--- config.mk ---
export PLATFORM = sky130hd
export DESIGN_NAME = lc3_mem_access_ctrl
export DESIGN_NICKNAME = d
export VERILOG_FILES = /design/src/rtl/lc3_mem_access_ctrl.sv
export SDC_FILE = /design/constraint.sdc
export NUM_CORES = 1
export LEC_CHECK = 0
export ABC_CLOCK_PERIOD_IN_PS = 4500
export CAP_MARGIN = 40
export CORE_MARGIN = 5
export CORE_UTILIZATION = 30
export DETAILED_ROUTE_END_ITERATION = 6
export HOLD_SLACK_MARGIN = 0.15
export PLACE_DENSITY_LB_ADDON = 0.2
export SKIP_LAST_GASP = 1
export SLEW_MARGIN = 20
export SYNTH_ARGS = -nofsm -noshare
export SYNTH_HDL_FRONTEND = slang
export SYNTH_SLANG_ARGS = --single-unit
--- constraint.sdc ---
create_clock -name i_clk -period 4.5 [get_ports i_clk]
set_input_delay 0.45 -clock i_clk [delete_from_list [all_inputs] [get_ports i_clk]]
set_output_delay 0.45 -clock i_clk [all_outputs]
set_load 0.05 [all_outputs]
--- src/rtl/lc3_mem_access_ctrl.sv ---
// rtl/lc3_mem_access_ctrl.sv - LC-3 data-memory access sequencer with wait-state watchdog
module lc3_mem_access_ctrl #(
  parameter int P_TIMEOUT = 16,
  parameter int P_CNT_W   = 8
) (
  input  logic       i_clk,
  input  logic       i_rst,
  input  logic       i_start,
  input  logic [3:0] i_opcode,
  input  logic       i_mem_ready,
  output logic       o_marmux_sel,
  output logic       o_ld_mar,
  output logic       o_mar_from_mdr,
  output logic       o_ld_mdr,
  output logic       o_mdr_sel,
  output logic       o_mem_en,
  output logic       o_mem_we,
  output logic       o_ld_reg,
  output logic       o_busy,
  output logic       o_done,
  output logic       o_err
);

  localparam logic [3:0] OP_LD   = 4'b0010;
  localparam logic [3:0] OP_LDI  = 4'b1010;
  localparam logic [3:0] OP_LDR  = 4'b0110;
  localparam logic [3:0] OP_ST   = 4'b0011;
  localparam logic [3:0] OP_STI  = 4'b1011;
  localparam logic [3:0] OP_STR  = 4'b0111;
  localparam logic [3:0] OP_TRAP = 4'b1111;

  // Last count value tolerated before the watchdog fires; unused when P_TIMEOUT is 0.
  localparam logic [P_CNT_W-1:0] WAIT_LIMIT = P_CNT_W'((P_TIMEOUT > 0) ? (P_TIMEOUT - 1) : 0);

  typedef enum logic [2:0] {
    S_IDLE,
    S_ADDR,
    S_WRDATA,
    S_READ,
    S_IND,
    S_WRITE,
    S_DONE,
    S_ERR
  } state_t;

  state_t             state;
  logic [3:0]         opcode;
  logic               ind;
  logic [P_CNT_W-1:0] wait_cnt;

  logic is_legal;
  logic is_trap;
  logic is_direct_store;
  logic is_indirect;
  logic is_load;
  logic timeout;

  // Opcode class decode: legality is judged on the live input, the rest on the latched opcode.
  always_comb begin
    is_legal = 1'b0;
    case (i_opcode)
      OP_LD, OP_LDI, OP_LDR, OP_ST, OP_STI, OP_STR, OP_TRAP: is_legal = 1'b1;
      default:                                               is_legal = 1'b0;
    endcase
    is_trap         = (opcode == OP_TRAP);
    is_direct_store = (opcode == OP_ST) || (opcode == OP_STR);
    is_indirect     = (opcode == OP_LDI) || (opcode == OP_STI);
    is_load         = (opcode == OP_LD) || (opcode == OP_LDI) || (opcode == OP_LDR);
    timeout         = (P_TIMEOUT != 0) && (wait_cnt == WAIT_LIMIT);
  end

  // Sequencer state, opcode latch, indirect-pass flag and watchdog counter.
  always_ff @(posedge i_clk or posedge i_rst) begin
    if (i_rst) begin
      state    <= S_IDLE;
      opcode   <= 4'b0000;
      ind      <= 1'b0;
      wait_cnt <= '0;
    end else begin
      case (state)
        S_IDLE: begin
          if (i_start) begin
            if (is_legal) begin
              opcode <= i_opcode;
              ind    <= 1'b0;
              state  <= S_ADDR;
            end else begin
              state  <= S_ERR;
            end
          end
        end
        S_ADDR: begin
          if (is_direct_store) begin
            state <= S_WRDATA;
          end else begin
            state    <= S_READ;
            wait_cnt <= '0;
          end
        end
        S_READ: begin
          if (i_mem_ready) begin
            // First read of LDI/STI fetched the pointer; go load it into MAR.
            state <= (is_indirect && !ind) ? S_IND : S_DONE;
          end else if (timeout) begin
            state <= S_ERR;
          end else begin
            wait_cnt <= wait_cnt + 1'b1;
          end
        end
        S_IND: begin
          ind <= 1'b1;
          if (opcode == OP_LDI) begin
            state    <= S_READ;
            wait_cnt <= '0;
          end else begin
            state <= S_WRDATA;
          end
        end
        S_WRDATA: begin
          state    <= S_WRITE;
          wait_cnt <= '0;
        end
        S_WRITE: begin
          if (i_mem_ready) begin
            state <= S_DONE;
          end else if (timeout) begin
            state <= S_ERR;
          end else begin
            wait_cnt <= wait_cnt + 1'b1;
          end
        end
        S_DONE:  state <= S_IDLE;
        S_ERR:   state <= S_IDLE;
        default: state <= S_IDLE;
      endcase
    end
  end

  // Datapath and memory controls decoded from the state register; MDR load in READ follows ready.
  always_comb begin
    o_marmux_sel   = 1'b0;
    o_ld_mar       = 1'b0;
    o_mar_from_mdr = 1'b0;
    o_ld_mdr       = 1'b0;
    o_mdr_sel      = 1'b0;
    o_mem_en       = 1'b0;
    o_mem_we       = 1'b0;
    o_ld_reg       = 1'b0;
    o_done         = 1'b0;
    o_err          = 1'b0;
    o_busy         = (state != S_IDLE);
    case (state)
      S_ADDR: begin
        o_ld_mar     = 1'b1;
        o_marmux_sel = !is_trap;
      end
      S_READ: begin
        o_mem_en  = 1'b1;
        o_mdr_sel = 1'b0;
        o_ld_mdr  = i_mem_ready;
      end
      S_IND: begin
        o_mar_from_mdr = 1'b1;
        o_ld_mar       = 1'b1;
      end
      S_WRDATA: begin
        o_ld_mdr  = 1'b1;
        o_mdr_sel = 1'b1;
      end
      S_WRITE: begin
        o_mem_en = 1'b1;
        o_mem_we = 1'b1;
      end
      S_DONE: begin
        o_done   = 1'b1;
        o_ld_reg = is_load;
      end
      S_ERR: begin
        o_err = 1'b1;
      end
      default: begin
        o_busy = 1'b0;
      end
    endcase
  end

endmodule

==> impl_metrics.env <==
export IMPL_result_of_the_run="finished clean"
export IMPL_avgRoutedWirePerCell_um=13.7
export IMPL_grt_start_max_net_pins=22
export IMPL_final_net_count=145
export IMPL_endpoint_kind="output pin"
export IMPL_timing_critical_path_required_ns=4.05
export IMPL_top_ff_cell_synth="sky130_fd_sc_hd__dfrtp_1"
export IMPL_vias_in_the_first_global_route=959
export IMPL_finish_instance_area_um2=1320
export IMPL_static_leakage_power_uw=0.000571
export IMPL_crit_path_launch="state[2]"
export IMPL_critPathMaxFanout=19
export IMPL_ctsRootBufferMaster="sky130_fd_sc_hd__clkbuf_4"
export IMPL_r2r_setup_slack_ns=2.72
export IMPL_synth_simple_area_share=0.277
export IMPL_ys_seq_elements=16
export IMPL_clock_tree_htree_level_count=1
export IMPL_tritoncts_num_buffers=3
export IMPL_coreArea_um2=3390
export IMPL_die_h_um=69.9
export IMPL_drt_antenna_violating_nets=0
export IMPL_r2r_end="wait_cnt[4]"
export IMPL_area_growth_pct=22.5
export IMPL_syn_num_nets=128
export IMPL_top_level_ports=19
export IMPL_cts_resized_gates=0
export IMPL_setup_violations=0
export IMPL_most_common_cell_after_layout_fill_and_taps_aside="sky130_fd_sc_hd__clkdlybuf4s50_1"
export IMPL_first_pass_grt_wire_length_um=4350
export IMPL_synthCells=119
export IMPL_insertedDiodeCount=0
export IMPL_reg_to_reg_critical_path_startpoint="state[2]"
export IMPL_ff2ff_path_depth=5
export IMPL_cap_viol_max_count=0
export IMPL_clockBufferDepth=2
export IMPL_gp_congestion=0.799
export IMPL_power_density_nw_per_um2=688
export IMPL_drt_initial_drc_count=72
export IMPL_global_route_usage_over_all_layers=0.106
export IMPL_drt_pre_antenna_iters=4
export IMPL_total_area_of_multi_input_combinational_cells_um2=623
export IMPL_setup_tns_ns=0
export IMPL_timing_clock_skew_ns=0.00371
export IMPL_totalWireLength_um=2480
export IMPL_final_core_utilization=0.388
export IMPL_yosys_warnings=0
export IMPL_synth_compound_area_frac=0.233
export IMPL_worst_skew_pair_late_latency_ns=0.28
export IMPL_critPathCapture="o_mem_en"
export IMPL_drive_gt1_frac=0.0889
export IMPL_port_buffers=18
export IMPL_critical_path_start_type="register"
export IMPL_seqCellArea_um2=400
export IMPL_drc_errors=0
export IMPL_synth_edf_count=0
export IMPL_min_delay_path_class="register to register"
export IMPL_hold_buffers=0
export IMPL_adder_and_majority_cell_fraction_of_the_synthesized_area=0.0116
export IMPL_start_util=0.317
export IMPL_ys_async_rst_share=1.00
export IMPL_width_of_the_die_um=69.9
export IMPL_layout_common_cells="sky130_fd_sc_hd__clkdlybuf4s50_1 (18), sky130_fd_sc_hd__dfrtp_1 (16), sky130_fd_sc_hd__nand2_1 (10), sky130_fd_sc_hd__o21ai_0 (7), sky130_fd_sc_hd__nor2_1 (7)"
export IMPL_critical_path_class="register to output pin"
export IMPL_worst_slew_pin_slew_ns=0.640
export IMPL_grt_setup_unrepaired="false"
export IMPL_initial_antenna_violation_count=0
export IMPL_critical_path_arrival_ns=2.41
export IMPL_post_cts_setup_buffers=0
export IMPL_dpl_instance_area_um2=1280
export IMPL_clock_tree_from_tritoncts="done"
export IMPL_shortest_period_the_worst_path_allows_ns=2.86
export IMPL_hpwlAfterDp_um=1860
export IMPL_cts_reportedPaths_clkPinSlew_ns=0.10
export IMPL_via_count=948
export IMPL_worst_slew_margin=0.573
export IMPL_fmax_ghz=0.349
export IMPL_peakVddDrop_mv=0.275
export IMPL_synth_lib_cells_used_distinct=44
export IMPL_global_route_overflow_total=0
export IMPL_final_period_utilization=0.636
export IMPL_synth_cell_area_um2=1070
export IMPL_core_rowCount=21
export IMPL_final_hold_violation_count=0
export IMPL_design_die_area_um2=4880
export IMPL_synth_seq_area_share=0.373
export IMPL_muxShareOfSynthArea=0.0419
export IMPL_syn_area_per_cell_um2=9.03
export IMPL_yosys_area_share_xor_xnor=0.0163
export IMPL_numClockSinks=16
export IMPL_fill_cell_count=345
export IMPL_combinational_family_with_the_most_area_after_synthesis="simple AND/OR/NAND/NOR gates"
export IMPL_slew_violations=0
export IMPL_routed_via_density=5.24
[cells by family after synthesis]
group / Yosys count
AO/OA/AOI/OAI: 35
XOR/XNOR: 2
adder cells (fa/ha/maj): 1
buffers and inverters: 11
flip-flops: 16
multiplexers: 3
AND/OR/NAND/NOR: 51
[registers in the layout (all words and copies together) (netlist names)]
register	flops
ind	1
opcode	4
state	3
wait_cnt	8
[worst min path at each step]
stage,startpoint,to,slack (ns),cells past startpoint
floorplan,i_rst,ind,0.36,1
global placement,ind,ind,0.48,1
detailed placement,ind,ind,0.49,1
CTS,ind,ind,0.51,1
global route,ind,ind,0.53,1
finish,ind,ind,0.52,1
[critical path: stages (launching register included)]
cell	delay [ns]
sky130_fd_sc_hd__dfrtp_1	0.70
sky130_fd_sc_hd__xor2_1	0.19
sky130_fd_sc_hd__nand2_1	0.19
sky130_fd_sc_hd__inv_2	0.22
sky130_fd_sc_hd__clkdlybuf4s50_1	0.83
[routing by layer]
layer / track usage / routed length [µm]
met1: 0.142 / 1170
met2: 0.170 / 1200
met3: 0.0187 / 91
met4: 0.0404 / 19
met5: 0 / 0
[per-stage QoR]
| stage | hold WS [ns] | setup WS [ns] | std cells | power (µW) |
|---|---|---|---|---|
| after global routing | 0.526 | 1.49 | 181 | 967 |
| after detailed placement | 0.487 | 1.93 | 177 | 814 |
| after CTS | 0.512 | 1.65 | 181 | 911 |
| after global placement | 0.483 | 1.94 | 177 | 808 |
| final | 0.518 | 1.64 | 181 | 905 |
| after floorplan | 0.364 | 2.12 | 119 | 676 |
[power breakdown]
| part | total, µW | internal [µW] | switching, µW |
|---|---|---|---|
| Sequential | 287 | 186 | 100 |
| Clock | 94.9 | 49.2 | 45.6 |
| Combinational | 524 | 207 | 317 |
| Total | 905 | 442 | 463 |
[layout make-up]
class | instances | share of cell area
clock buffers | 4 | 0.0276
inverters | 5 | 0.0143
multi-input cells | 92 | 0.473
flip-flops and latches | 16 | 0.304
well taps | 46 | 0.0437
repair buffers | 18 | 0.137
[Yosys cell counts, types with 2 or more instances]
| master | instances | area (µm²) |
|---|---|---|
| sky130_fd_sc_hd__nor3_1 | 5 | 25.0 |
| sky130_fd_sc_hd__a21o_1 | 4 | 30.0 |
| sky130_fd_sc_hd__mux2_4 | 3 | 45.0 |
| sky130_fd_sc_hd__and3_1 | 2 | 12.5 |
| sky130_fd_sc_hd__and3b_1 | 2 | 17.5 |
| sky130_fd_sc_hd__buf_2 | 2 | 10.0 |
| sky130_fd_sc_hd__nand2_1 | 10 | 37.5 |
| sky130_fd_sc_hd__a211oi_1 | 3 | 22.5 |
| sky130_fd_sc_hd__or3_1 | 2 | 12.5 |
| sky130_fd_sc_hd__o211a_1 | 2 | 20.0 |
| sky130_fd_sc_hd__nor2_1 | 7 | 26.3 |
| sky130_fd_sc_hd__o21ai_0 | 7 | 35.0 |
| sky130_fd_sc_hd__and4b_1 | 2 | 20.0 |
| sky130_fd_sc_hd__dfrtp_1 | 16 | 400 |
| sky130_fd_sc_hd__or4_1 | 2 | 15.0 |
| sky130_fd_sc_hd__inv_1 | 4 | 15.0 |
| sky130_fd_sc_hd__a21oi_1 | 4 | 20.0 |
| sky130_fd_sc_hd__nand3_1 | 5 | 25.0 |
| sky130_fd_sc_hd__nand2b_1 | 4 | 25.0 |
| sky130_fd_sc_hd__o22ai_1 | 2 | 12.5 |
| sky130_fd_sc_hd__nand3b_1 | 2 | 15.0 |
| sky130_fd_sc_hd__nor3b_1 | 2 | 15.0 |
| sky130_fd_sc_hd__o22a_1 | 3 | 26.3 |
| sky130_fd_sc_hd__clkbuf_1 | 3 | 11.3 |
| sky130_fd_sc_hd__o211ai_1 | 2 | 15.0 |
Power figures use the tool's default switching activity.
==> variant (same settings) <==
Set the parameter `P_CNT_W` to 12 (it was 8).
--- a/src/rtl/lc3_mem_access_ctrl.sv
+++ b/src/rtl/lc3_mem_access_ctrl.sv
@@ -2,5 +2,5 @@
 module lc3_mem_access_ctrl #(
   parameter int P_TIMEOUT = 16,
-  parameter int P_CNT_W   = 8
+  parameter int P_CNT_W   = 12
 ) (
   input  logic       i_clk,
Check against the original RTL: same outputs for any inputs over 10 cycles, from zero or initial values and one cycle with i_rst high; that may be too few to reach the edited logic, so the function may still have changed.
==> variant against the original RTL <==
- synthesized area rose by 22%
- setup slack worse by 0.021 ns
- utilization shrank 0.93 points
- wire length is 32% higher
- cell area grew 24%
- combinational power rose by 8.8%
- global-route usage up 1.2 points
- sequential cell count is 4 higher
- power rose by 20%
- sequential share of layout area up 0.33 points
==> variant: results (changes against the original RTL) <==
[metrics] Clock Skews: 0.01133 ns (was 0.003714 ns)
[metrics] starting DRC count in detailed routing: 80 (was 72)
[metrics] post-synth net total: 150 (was 128)
[metrics] post-synthesis cell type count: 47 (was 44)
[metrics] wire length reported by the detailed router: 3267 um (was 2479 um)
[metrics] routability congestion estimate from global placement: 0.7297 (was 0.7986)
[metrics] vias after detailed routing: 1182 (was 948)
[metrics] maximum ir drop on the vdd rail: 0.2058 mV (was 0.2754 mV)
[metrics] clock latency reported for the late side of the worst-skew pair: 0.27 ns
[metrics] sequential area share after synthesis: 0.3806 (was 0.3725)
[metrics] average cell area after synthesis: 9.326 sq um (was 9.032 sq um)
[metrics] top cells by area, synth: dfrtp_1 38%, nand3_1 4.6%, o31ai_1 3.4%, or4_1 3.4%, nand3b_1 2.9% (was dfrtp_1 37%, mux2_4 4.2%, nand2_1 3.5%, o21ai_0 3.3%, a21o_1 2.8%)
[metrics] Placed Cells incl. Taps: 206 (was 177)
[metrics] largest registers in the final layout: wait_cnt x12, opcode x4, state x3 (was wait_cnt x8, opcode x4, state x3)
[metrics] arrival time of the worst setup path: 2.43 ns (was 2.41 ns)
[metrics] Hold/Removal Path Class: input pin to asynchronous set/reset pin (was flip-flop to flip-flop)
[metrics] global-route total usage across every layer: 0.1185 (was 0.1063)
[metrics] first-pass GRT wire length: 5768 um (was 4347 um)
[metrics] clock tree root buffer cell: clkbuf_8 (was clkbuf_4)
[metrics] ranking of synthesized cells by instance count: 20 x dfrtp_1, 12 x nand3_1, 7 x a21oi_1, 7 x nand2_1, 7 x nor2_1 (was 16 x dfrtp_1, 10 x nand2_1, 7 x nor2_1, 7 x o21ai_0)
[metrics] final count of hold timing violations: 0 (unchanged)
[metrics] slowest stage delay, CP: 0.89 ns (was 0.83 ns)
[metrics] fraction of final layout cells sized beyond drive strength 1: 0.07595 (was 0.08889)
[metrics] Max FO, Critical Path: 21 (was 19)
[metrics] buffers inserted by post-CTS timing repair: 0 (unchanged)
[metrics] layout filler cell count: 428 (was 345)
[metrics] result of the run: completed (unchanged)
[metrics] DP Wirelength: 2410 um (was 1862 um)
[metrics] via count of the first global-routing pass: 1166 (was 959)
[metrics] max-slew headroom at the worst pin: 0.5004 (was 0.5729)
[metrics] Routed wire per std cell: 15.56 um (was 13.70 um)
[metrics] standard cell with the maximum stage delay on the critical path: clkdlybuf4s50_1 (unchanged)
[metrics] Pleak: 0.6287 nW (was 0.5715 nW)
## variant: changes by cell type in the layout (fill, tap and decap cells not counted), sizes merged, moves of 4 or more
cell   unedited run  this run
dfrtp            16        20
or4               2         7
nand4             0         4
nand3             5        12
o31ai             0         6
## variant: stage by stage
step	total power, mW	hold slack [ns]	worst slack [ns]	instance area (sq um)	utilization
6_report	1.082	0.4329	1.616	1628	0.3791
5_1_grt	1.157	0.4576	1.421	1628	0.3791
4_1_cts	1.096	0.4469	1.560	1628	0.3791
3_5_place_dp	0.9083	0.4696	1.887	1556	0.3625
3_3_place_gp	0.8877	0.4728	1.967	1529	0.3561
2_1_floorplan	0.7491	0.4138	1.961	1315	-
## variant: worst paths after layout
path,start,end,slack [ns],cells past startpoint
setup reg to reg,state[1],wait_cnt[9],2.38,4
hold reg to reg,ind,ind,0.49,1
hold / removal,i_rst,opcode[0],0.43,2
min in group i_clk,ind,ind,0.49,1
max in group asynchronous,i_rst,wait_cnt[6],3.67,3
setup / recovery,state[1],o_mem_en,1.62,3
## variant: layout make-up
class                   count  area [sq um]  share of cell area
well taps                  52         65.06             0.03997
flip-flops and latches     20         500.5              0.3075
inverters                   5         18.77             0.01153
multi-input cells         110         764.5              0.4696
clock inverters             1         30.03             0.01845
clock buffers               3         41.29             0.02537
repair buffers             19         207.7              0.1276
## variant: per-layer routing
layer / global-route usage / vias to the layer above / part of all wire
li1: - / 589 / -
met4: 0.04021 / 0 / 0.0067
met1: 0.1602 / 567 / 0.47
met2: 0.1789 / 24 / 0.48
met3: 0.03546 / 2 / 0.044
met5: 0 / - / 0
## variant: cells by family (layout without fill, tap and decap cells)
family          Yosys count  in the layout  synth area share
compound gates           35             35            0.2027
xor+xnor                  2              2           0.01332
fa+ha+maj                 1              1          0.009513
buf+inv                  11             28           0.03805
flops                    20             20            0.3806
mux                       6              6           0.04852
simple gates             66             66            0.3073
## variant: report_power, final
part           leakage, nW  switching [mW]  total (mW)  internal, mW
registers            0.259           0.103       0.327         0.223
clock network       0.0357          0.0667       0.186         0.119
logic                0.334           0.360       0.570         0.210
